File: src/rtl/mp_pkg.sv
// mp_pkg: shared defaults and types for the multiprocessor memory arbiter.
package mp_pkg;
    localparam int N_CORES_DEF    = 4;
    localparam int ADDR_WIDTH_DEF = 11;
    localparam int DATA_WIDTH_DEF = 8;

    typedef enum logic {
        ARB_RR    = 1'b0,
        ARB_FIXED = 1'b1
    } arb_mode_e;

    typedef logic [$clog2(N_CORES_DEF)-1:0] core_id_t;
endpackage

File: src/rtl/rr_arbiter.sv
// rr_arbiter: combinational N-way picker returning a one-hot winner.
module rr_arbiter
    import mp_pkg::*;
#(
    parameter int N = 4,
    localparam int IW = $clog2(N)
) (
    input  logic [N-1:0]  eligible,
    input  logic [IW-1:0] ptr,
    input  arb_mode_e     mode,
    output logic [N-1:0]  winner
);
    logic [IW-1:0] start;
    logic [IW:0]   idx;
    logic          found;

    // Fixed priority is round-robin with the search always starting at core 0.
    assign start = (mode == ARB_FIXED) ? '0 : ptr;

    always_comb begin
        winner = '0;
        found  = 1'b0;
        idx    = '0;
        for (int i = 0; i < N; i++) begin
            idx = {1'b0, start} + (IW+1)'(i);
            if (idx >= (IW+1)'(N)) idx = idx - (IW+1)'(N);
            if (!found && eligible[idx[IW-1:0]]) begin
                winner[idx[IW-1:0]] = 1'b1;
                found = 1'b1;
            end
        end
    end
endmodule

File: src/rtl/mp_mem_arbiter.sv
// mp_mem_arbiter: N-core shared single-port memory front end with
// round-robin/fixed arbitration and in-order read return.
module mp_mem_arbiter
    import mp_pkg::*;
#(
    parameter int N_CORES    = N_CORES_DEF,
    parameter int ADDR_WIDTH = ADDR_WIDTH_DEF,
    parameter int DATA_WIDTH = DATA_WIDTH_DEF,
    parameter int RD_LATENCY = 1,
    parameter int ARB_MODE   = 0
) (
    input  logic                          clk,
    input  logic                          reset_n,
    input  logic [N_CORES-1:0]            req,
    input  logic [N_CORES-1:0]            we,
    input  logic [N_CORES*ADDR_WIDTH-1:0] addr,
    input  logic [N_CORES*DATA_WIDTH-1:0] data_in,
    output logic [N_CORES-1:0]            gnt,
    output logic [N_CORES-1:0]            rvalid,
    output logic [DATA_WIDTH-1:0]         data_out,
    output logic                          mem_en,
    output logic                          mem_we,
    output logic [ADDR_WIDTH-1:0]         mem_addr,
    output logic [DATA_WIDTH-1:0]         mem_wdata,
    input  logic [DATA_WIDTH-1:0]         mem_rdata
);
    localparam int ID_WIDTH = $clog2(N_CORES);
    localparam arb_mode_e MODE = (ARB_MODE != 0) ? ARB_FIXED : ARB_RR;

    function automatic logic [ID_WIDTH-1:0] onehot_id(input logic [N_CORES-1:0] v);
        onehot_id = '0;
        for (int i = 0; i < N_CORES; i++) if (v[i]) onehot_id = ID_WIDTH'(i);
    endfunction

    logic [N_CORES-1:0]  eligible, winner;
    logic [ID_WIDTH-1:0] ptr, win_id, gnt_id;
    logic [RD_LATENCY-1:0] rd_vld;
    logic [ID_WIDTH-1:0]   rd_id [RD_LATENCY];

    // Masking the current grant keeps a held request from winning twice in a row.
    assign eligible = req & ~gnt;
    assign win_id   = onehot_id(winner);
    assign gnt_id   = onehot_id(gnt);

    rr_arbiter #(.N(N_CORES)) u_arb (
        .eligible (eligible),
        .ptr      (ptr),
        .mode     (MODE),
        .winner   (winner)
    );

    always_ff @(posedge clk or negedge reset_n) begin
        if (!reset_n) begin
            gnt <= '0;
            ptr <= '0;
        end else begin
            gnt <= winner;
            if (MODE == ARB_RR && |winner)
                ptr <= (win_id == ID_WIDTH'(N_CORES - 1)) ? '0 : win_id + 1'b1;
        end
    end

    // AND-OR mux keeps all command outputs at zero when nothing is granted.
    always_comb begin
        mem_en    = |gnt;
        mem_we    = 1'b0;
        mem_addr  = '0;
        mem_wdata = '0;
        for (int i = 0; i < N_CORES; i++) begin
            mem_we    = mem_we | (gnt[i] & we[i]);
            mem_addr  = mem_addr | ({ADDR_WIDTH{gnt[i]}} & addr[i*ADDR_WIDTH +: ADDR_WIDTH]);
            mem_wdata = mem_wdata | ({DATA_WIDTH{gnt[i]}} & data_in[i*DATA_WIDTH +: DATA_WIDTH]);
        end
    end

    always_ff @(posedge clk or negedge reset_n) begin
        if (!reset_n) begin
            rd_vld <= '0;
            for (int i = 0; i < RD_LATENCY; i++) rd_id[i] <= '0;
        end else begin
            rd_vld[0] <= mem_en & ~mem_we;
            rd_id[0]  <= gnt_id;
            for (int i = 1; i < RD_LATENCY; i++) begin
                rd_vld[i] <= rd_vld[i-1];
                rd_id[i]  <= rd_id[i-1];
            end
        end
    end

    always_ff @(posedge clk or negedge reset_n) begin
        if (!reset_n) begin
            rvalid   <= '0;
            data_out <= '0;
        end else begin
            rvalid <= rd_vld[RD_LATENCY-1] ? (N_CORES'(1) << rd_id[RD_LATENCY-1]) : '0;
            if (rd_vld[RD_LATENCY-1]) data_out <= mem_rdata;
        end
    end
endmodule

File: config.mk
export PLATFORM = sky130hd
export DESIGN_NAME = mp_mem_arbiter
export DESIGN_NICKNAME = d
export VERILOG_FILES = /design/src/rtl/mp_pkg.sv /design/src/rtl/rr_arbiter.sv /design/src/rtl/mp_mem_arbiter.sv
export SDC_FILE = /design/constraint.sdc
export NUM_CORES = 1
export LEC_CHECK = 0
export ABC_AREA = 1
export CORE_UTILIZATION = 25
export CTS_CLUSTER_DIAMETER = 100
export DETAILED_ROUTE_END_ITERATION = 8
export PLACE_DENSITY = 0.63
export SLEW_MARGIN = 20
export SYNTH_ARGS = -nofsm -noshare
export SYNTH_HDL_FRONTEND = slang
export SYNTH_HIERARCHICAL = 1
export SYNTH_SLANG_ARGS = --single-unit
File: constraint.sdc
create_clock -name clk -period 2.7 [get_ports clk]
set_input_delay 0.405 -clock clk [delete_from_list [all_inputs] [get_ports clk]]
set_output_delay 0.405 -clock clk [all_outputs]
set_load 0.01 [all_outputs]
# Yosys cells after proc, flatten, opt, wreduce, memory -nomap -nowiden
# Cells that the tools add are included.
[word_totals] register_bits=21 output_inout_bits=37
[classes] n_addsub=8 n_lt_le_gt_ge=12 eq_ne=1 shifts=1 muxes=35 bitwise=28 n_reduce_logical=12
[op_table] op="11-bit AND" count=4
[op_table] op="11-bit bitwise OR" count=3
[op_table] op="8-bit AND" count=4
[op_table] op="8-bit bitwise OR" count=3
[op_table] op="4-bit 2-to-1 mux" count=5
[op_table] op="2-bit 2-to-1 mux" count=9
[op_table] op="1-bit 2-to-1 mux" count=13
[op_table] op="2-bit by 3-bit < comparator with 1-bit output (second input constant)" count=4
[op_table] op="4-bit bitwise OR" count=3
[op_table] op="3-bit greater-or-equal comparator (second input constant)" count=3
[op_table] op="1-bit binary-select mux with 2-bit select" count=4
[op_table] op="1-bit demux with 2-bit select" count=4
[op_table] op="2-bit by 1-bit greater-or-equal comparator with 1-bit output (second input constant)" count=4
[op_table] op="4-bit OR reduction" count=2
[op_table] op="2-bit by 1-bit subtractor with 2-bit output (second input constant)" count=4
[op_table] op="1-bit logical AND" count=7
[op_table] op="2-bit by 2-bit adder with 3-bit output (second input constant)" count=2
[op_table] op="1-bit AND" count=5
[op_table] op="4-bit AND" count=1
[op_table] op="4-bit NOT" count=1
[op_table] op="1-bit by 2-bit << shifter with 4-bit output (first input constant)" count=1
[op_table] op="2-bit by 1-bit adder with 3-bit output (second input constant)" count=1
[op_table] op="2-bit by 3-bit greater-or-equal comparator with 1-bit output (second input constant)" count=1
[op_table] op="1-bit logical NOT" count=3
[op_table] op="4 further kinds" count=6

# Depth between registers and ports, before layout
[depth] word_depth=19 mapped_depth=15 ltp_nobuf=15

# Modules after synthesis
# The synthesis kept the hierarchy.
[by_module_without_submodules] module="mp_mem_arbiter" n_inst=1 cells_per_inst=194 area_per_inst_um2=1261.2
[by_module_without_submodules] module="rr_arbiter" n_inst=1 cells_per_inst=76 area_per_inst_um2=520.5

# Worst setup path after synthesis
# OpenSTA, ideal clock, no wires.
[synth_path] path_type="register to register" from="register ptr[0]" to="register ptr[0]" setup_time_ns=0.065 t_arrival_ns=1.821 t_required_ns=2.635 path_slack_ns=0.813 path_stages_with_launch=15 path_buffers=1 cell_sequence="dfrtp_1 buf_6 nand2_8 inv_1 ha_1 inv_1 nand3_1 nand2_1 nor2_2 nand3_1 nand3_1 inv_1 o21bai_1 nand2_1 nand2_1"
[synth_via] word_cells_on_any_way=66 classes_between="add/sub: 8; order compare: 12; eq/ne: 1; mux: 31; bitwise: 3; reduce/logical: 11"
[synth_rtl] element="from (decl)" line_no="mp_mem_arbiter.sv:36" text="logic [ID_WIDTH-1:0] ptr, win_id, gnt_id;"
[synth_rtl] element="from (signal assigned)" line_no="mp_mem_arbiter.sv:59" text="ptr <= (win_id == ID_WIDTH'(N_CORES - 1)) ? '0 : win_id + 1'b1;"
[synth_rtl] element="parallel branches: the longest is 13 deep, another holds 2-bit by 1-bit adder with 3-bit output"
[synth_rtl] element="4-bit 2-to-1 mux (*)" line_no="rr_arbiter.sv:27" text="if (!found && eligible[idx[IW-1:0]]) begin"
[synth_rtl] element="via winner[0]" line_no="mp_mem_arbiter.sv:35" text="logic [N_CORES-1:0] eligible, winner;"
[synth_rtl] element="4-bit OR reduction (*)" line_no="mp_mem_arbiter.sv:58" text="if (MODE == ARB_RR && |winner)"
# Mark *: on every way through the listed nets, which the timed path passes. The select of a mux whose other input is x is not followed.
# A chain may end at the register's enable or synchronous reset.

# Worst setup path in the final report
[layout_path] from="register gnt[1]" to="output port mem_addr[1]"
[layout_via] elab_chain_cells=4
[layout_rtl] element="from (decl)" line_no="mp_mem_arbiter.sv:18" text="output logic [N_CORES-1:0] gnt,"
[layout_rtl] element="from (signal assigned)" line_no="mp_mem_arbiter.sv:57" text="gnt <= winner;"
[layout_rtl] element="11-bit AND" line_no="mp_mem_arbiter.sv:71" text="mem_addr = mem_addr | ({ADDR_WIDTH{gnt[i]}} & addr[i*ADDR_WIDTH +: ADDR_WIDTH]);"
[layout_rtl] element="11-bit bitwise OR (3 in series)" line_no="mp_mem_arbiter.sv:71"
[layout_rtl] element="to (decl)" line_no="mp_mem_arbiter.sv:23" text="output logic [ADDR_WIDTH-1:0] mem_addr,"
# No other way between the ends.

==> impl_metrics.csv <==
group,metric,value,unit
outcome,run_status,"complete, no violations",
die,die_height,86.4,µm
global_routing,grt_first_pass_wirelength,9.98,mm
clocking,cts_setup_buffers,0,
pwr,internal_power,1480,µW
routing,wl_per_cell,12.7,µm
pwr,vdd.ir_drop.worst,0.000325,V
yosys,syn_area,1780,µm²
yosys,synthCells,270,
routing,vias_per_cell,4.38,
routing,drtIter0Drc,61,
placed_design,hpwl,5.18,mm
flow_run,cap_violations,0,
yosys,syn_avg_cell_area,6.60,µm²
layout,antenna_cells,0,
global_routing,grt_pass1_vias,2057,
worst_setup_path,path_class,"reg2out",
layout,layout.nets,501,
layout,fin_cells,496,
global_routing,antenna_found_initial,0,
worst_setup_path,cp-end-kind,"primary output",
pwr,seq_power_share,0.233,
sta,tightestPinTransition,0.936,ns
global_routing,grt_overflow,0,
clocking,cts_tree,"built",
layout,layout_common_cells,"clkdlybuf4s50_1 (130), nand2_1 (124), inv_1 (25), nand3_1 (23), dfrtp_1 (21)",
clocking,clkLatencyLatePin,0.26,ns
yosys,synth_cell_types,22,
sta,finalHoldViolCount,0,
pwr,power_density,826,nW/µm²
worst_setup_path,worst_ep_arrival_time,1.92,ns
global_routing,grt_max_degree,22,
sta,skew,0.00713,ns
sta,setup_tns,0,ns
worst_setup_path,worstPathMaxFanout,14,
routing,dr.pass1.iters,4,
yosys,syn-num-nets,370,
pwr,power_switching,1190,µW
clocking,clock_sinks,21,
layout,drive_gt1_frac,0.0900,
placed_design,place_ws,0.446,ns
clocking,clockBufferDepth,2,
die,dieWidth,86.4,µm
clocking,clk_pin_slew_worst_paths,0.08,ns
routing,vias,2171,
clocking,cts_resized,0,
pwr,combPwrFrac,0.691,
die,rows,30,
placed_design,port-buffer-count,130,
clocking,ctsHoldBuffers,0,
sta,setup_slack,0.373,ns
pwr,p_sw_frac,0.444,
sta,fin_crit_sh,0.862,
sta,maxSlewViolCount,0,
routing,ant_nets,0,
clocking,htree_levels,1,
sta,rsz0062_at_grt,"no",
placed_design,gp_congestion,0.817,
sta,fmax,430,MHz
worst_setup_path,cp-start-kind,"register",
yosys,ys_seq_area_frac,0.295,
routing,drt_wl_total,6.31,mm
layout,area_growth,81.2,%
worst_setup_path,cp.required,2.30,ns
yosys,synth-seq-cells,21,
min_path,hold_path.class,"reg2reg",
yosys,yosys_warnings,6,
sta,period_minus_slack,2.33,ns
die,start_util,0.261,
sta,setup-violations-final,0,
pwr,clkPwrFrac,0.076,
layout,layout_commonest_cell,"clkdlybuf4s50_1",
global_routing,grt_use_total,0.167,
die,core_area,6830,µm²
pwr,power_leakage,0.00145,µW
sta,maxSlewHeadroom,0.374,
clocking,cts_made_buffers,3,
die,dieArea,7470,µm²
routing,drc_errors,0,
placed_design,dp.cells,492,
clocking,root_buffer,"clkbuf_8",
die,io_pins,131,
sequential cells by signal (all words and copies together) (netlist names):
signal / cells
rvalid: 4
gnt: 4
data_out: 8
ptr: 2
rd_id: 2
rd_vld: 1
metal layers:
layer | share of wire | vias up | global-route usage
met4 | 0.0060 | 0 | 0.0379
met2 | 0.51 | 64 | 0.317
li1 | - | 1109 | -
met5 | 0 | - | 0
met3 | 0.069 | 4 | 0.0286
met1 | 0.42 | 994 | 0.195
logic make-up after synthesis:
| family | synth area share |
|---|---|
| other cells | 0.00210 |
| compound gates | 0.00983 |
| simple gates | 0.549 |
| fa+ha+maj | 0.0421 |
| buf+inv | 0.102 |
| flops | 0.295 |
power groups by stage:
stage,logic [µW],registers [µW],clock network [µW]
after floorplan,1040,587,0
after global placement,1830,634,0
after detailed placement,1860,631,0
after CTS,1860,627,211
after global routing,2020,648,223
final,1840,622,201
synthesized netlist by cell type (all sizes together):
cell type | instances | area [µm²]
dfrtp | 21 | 526
ha | 6 | 75.1
nor3 | 4 | 20.0
o21ai | 1 | 5.00
inv | 28 | 108
buf | 11 | 73.8
nor2 | 9 | 52.6
nand4 | 20 | 125
nand2 | 137 | 596
o21bai | 1 | 7.51
nand3 | 30 | 185
conb | 1 | 3.75
a21oi | 1 | 5.00
cell type report:
type / count / area, µm²
fillers: 700 / 3600
clock inverters: 1 / 5.00
well taps: 96 / 120
inverters: 28 / 108
clock buffers: 3 / 41.3
flip-flops and latches: 21 / 526
multi-input cells: 210 / 1070
repair buffers: 137 / 1350
stage by stage:
| step | cell area [µm²] | hold WS, ns | total power (µW) | util |
|---|---|---|---|---|
| 4_1_cts | 3230 | 0.458 | 2700 | 0.473 |
| 3_5_place_dp | 3180 | 0.448 | 2490 | 0.466 |
| 2_1_floorplan | 1780 | 0.109 | 1620 | - |
| 3_3_place_gp | 3180 | 0.443 | 2460 | 0.466 |
| 6_report | 3230 | 0.454 | 2670 | 0.473 |
| 5_1_grt | 3230 | 0.480 | 2890 | 0.473 |
worst paths after layout:
path,from,to,slack [ns],depth (start not counted)
max,gnt[1]$_DFF_PN0_,mem_addr[1],0.37,4
min,rd_id[1]$_DFF_PN0_,rvalid[1]$_DFF_PN0_,0.45,1
max reg2reg,gnt[2]$_DFF_PN0_,ptr[0]$_DFFE_PN0P_,0.58,12
min reg2reg,rd_id[1]$_DFF_PN0_,rvalid[1]$_DFF_PN0_,0.45,1
max in group asynchronous,reset_n,rvalid[2]$_DFF_PN0_,1.46,1
min in group asynchronous,reset_n,data_out[1]$_DFFE_PN0P_,0.66,1
critical path, stage by stage (launching register included):
cell and delay, ns:
dfrtp_1 0.68, buf_4 0.27, nand2_1 0.06, nand4_1 0.10, clkdlybuf4s50_1 0.54
Power figures use the tool's default switching activity.
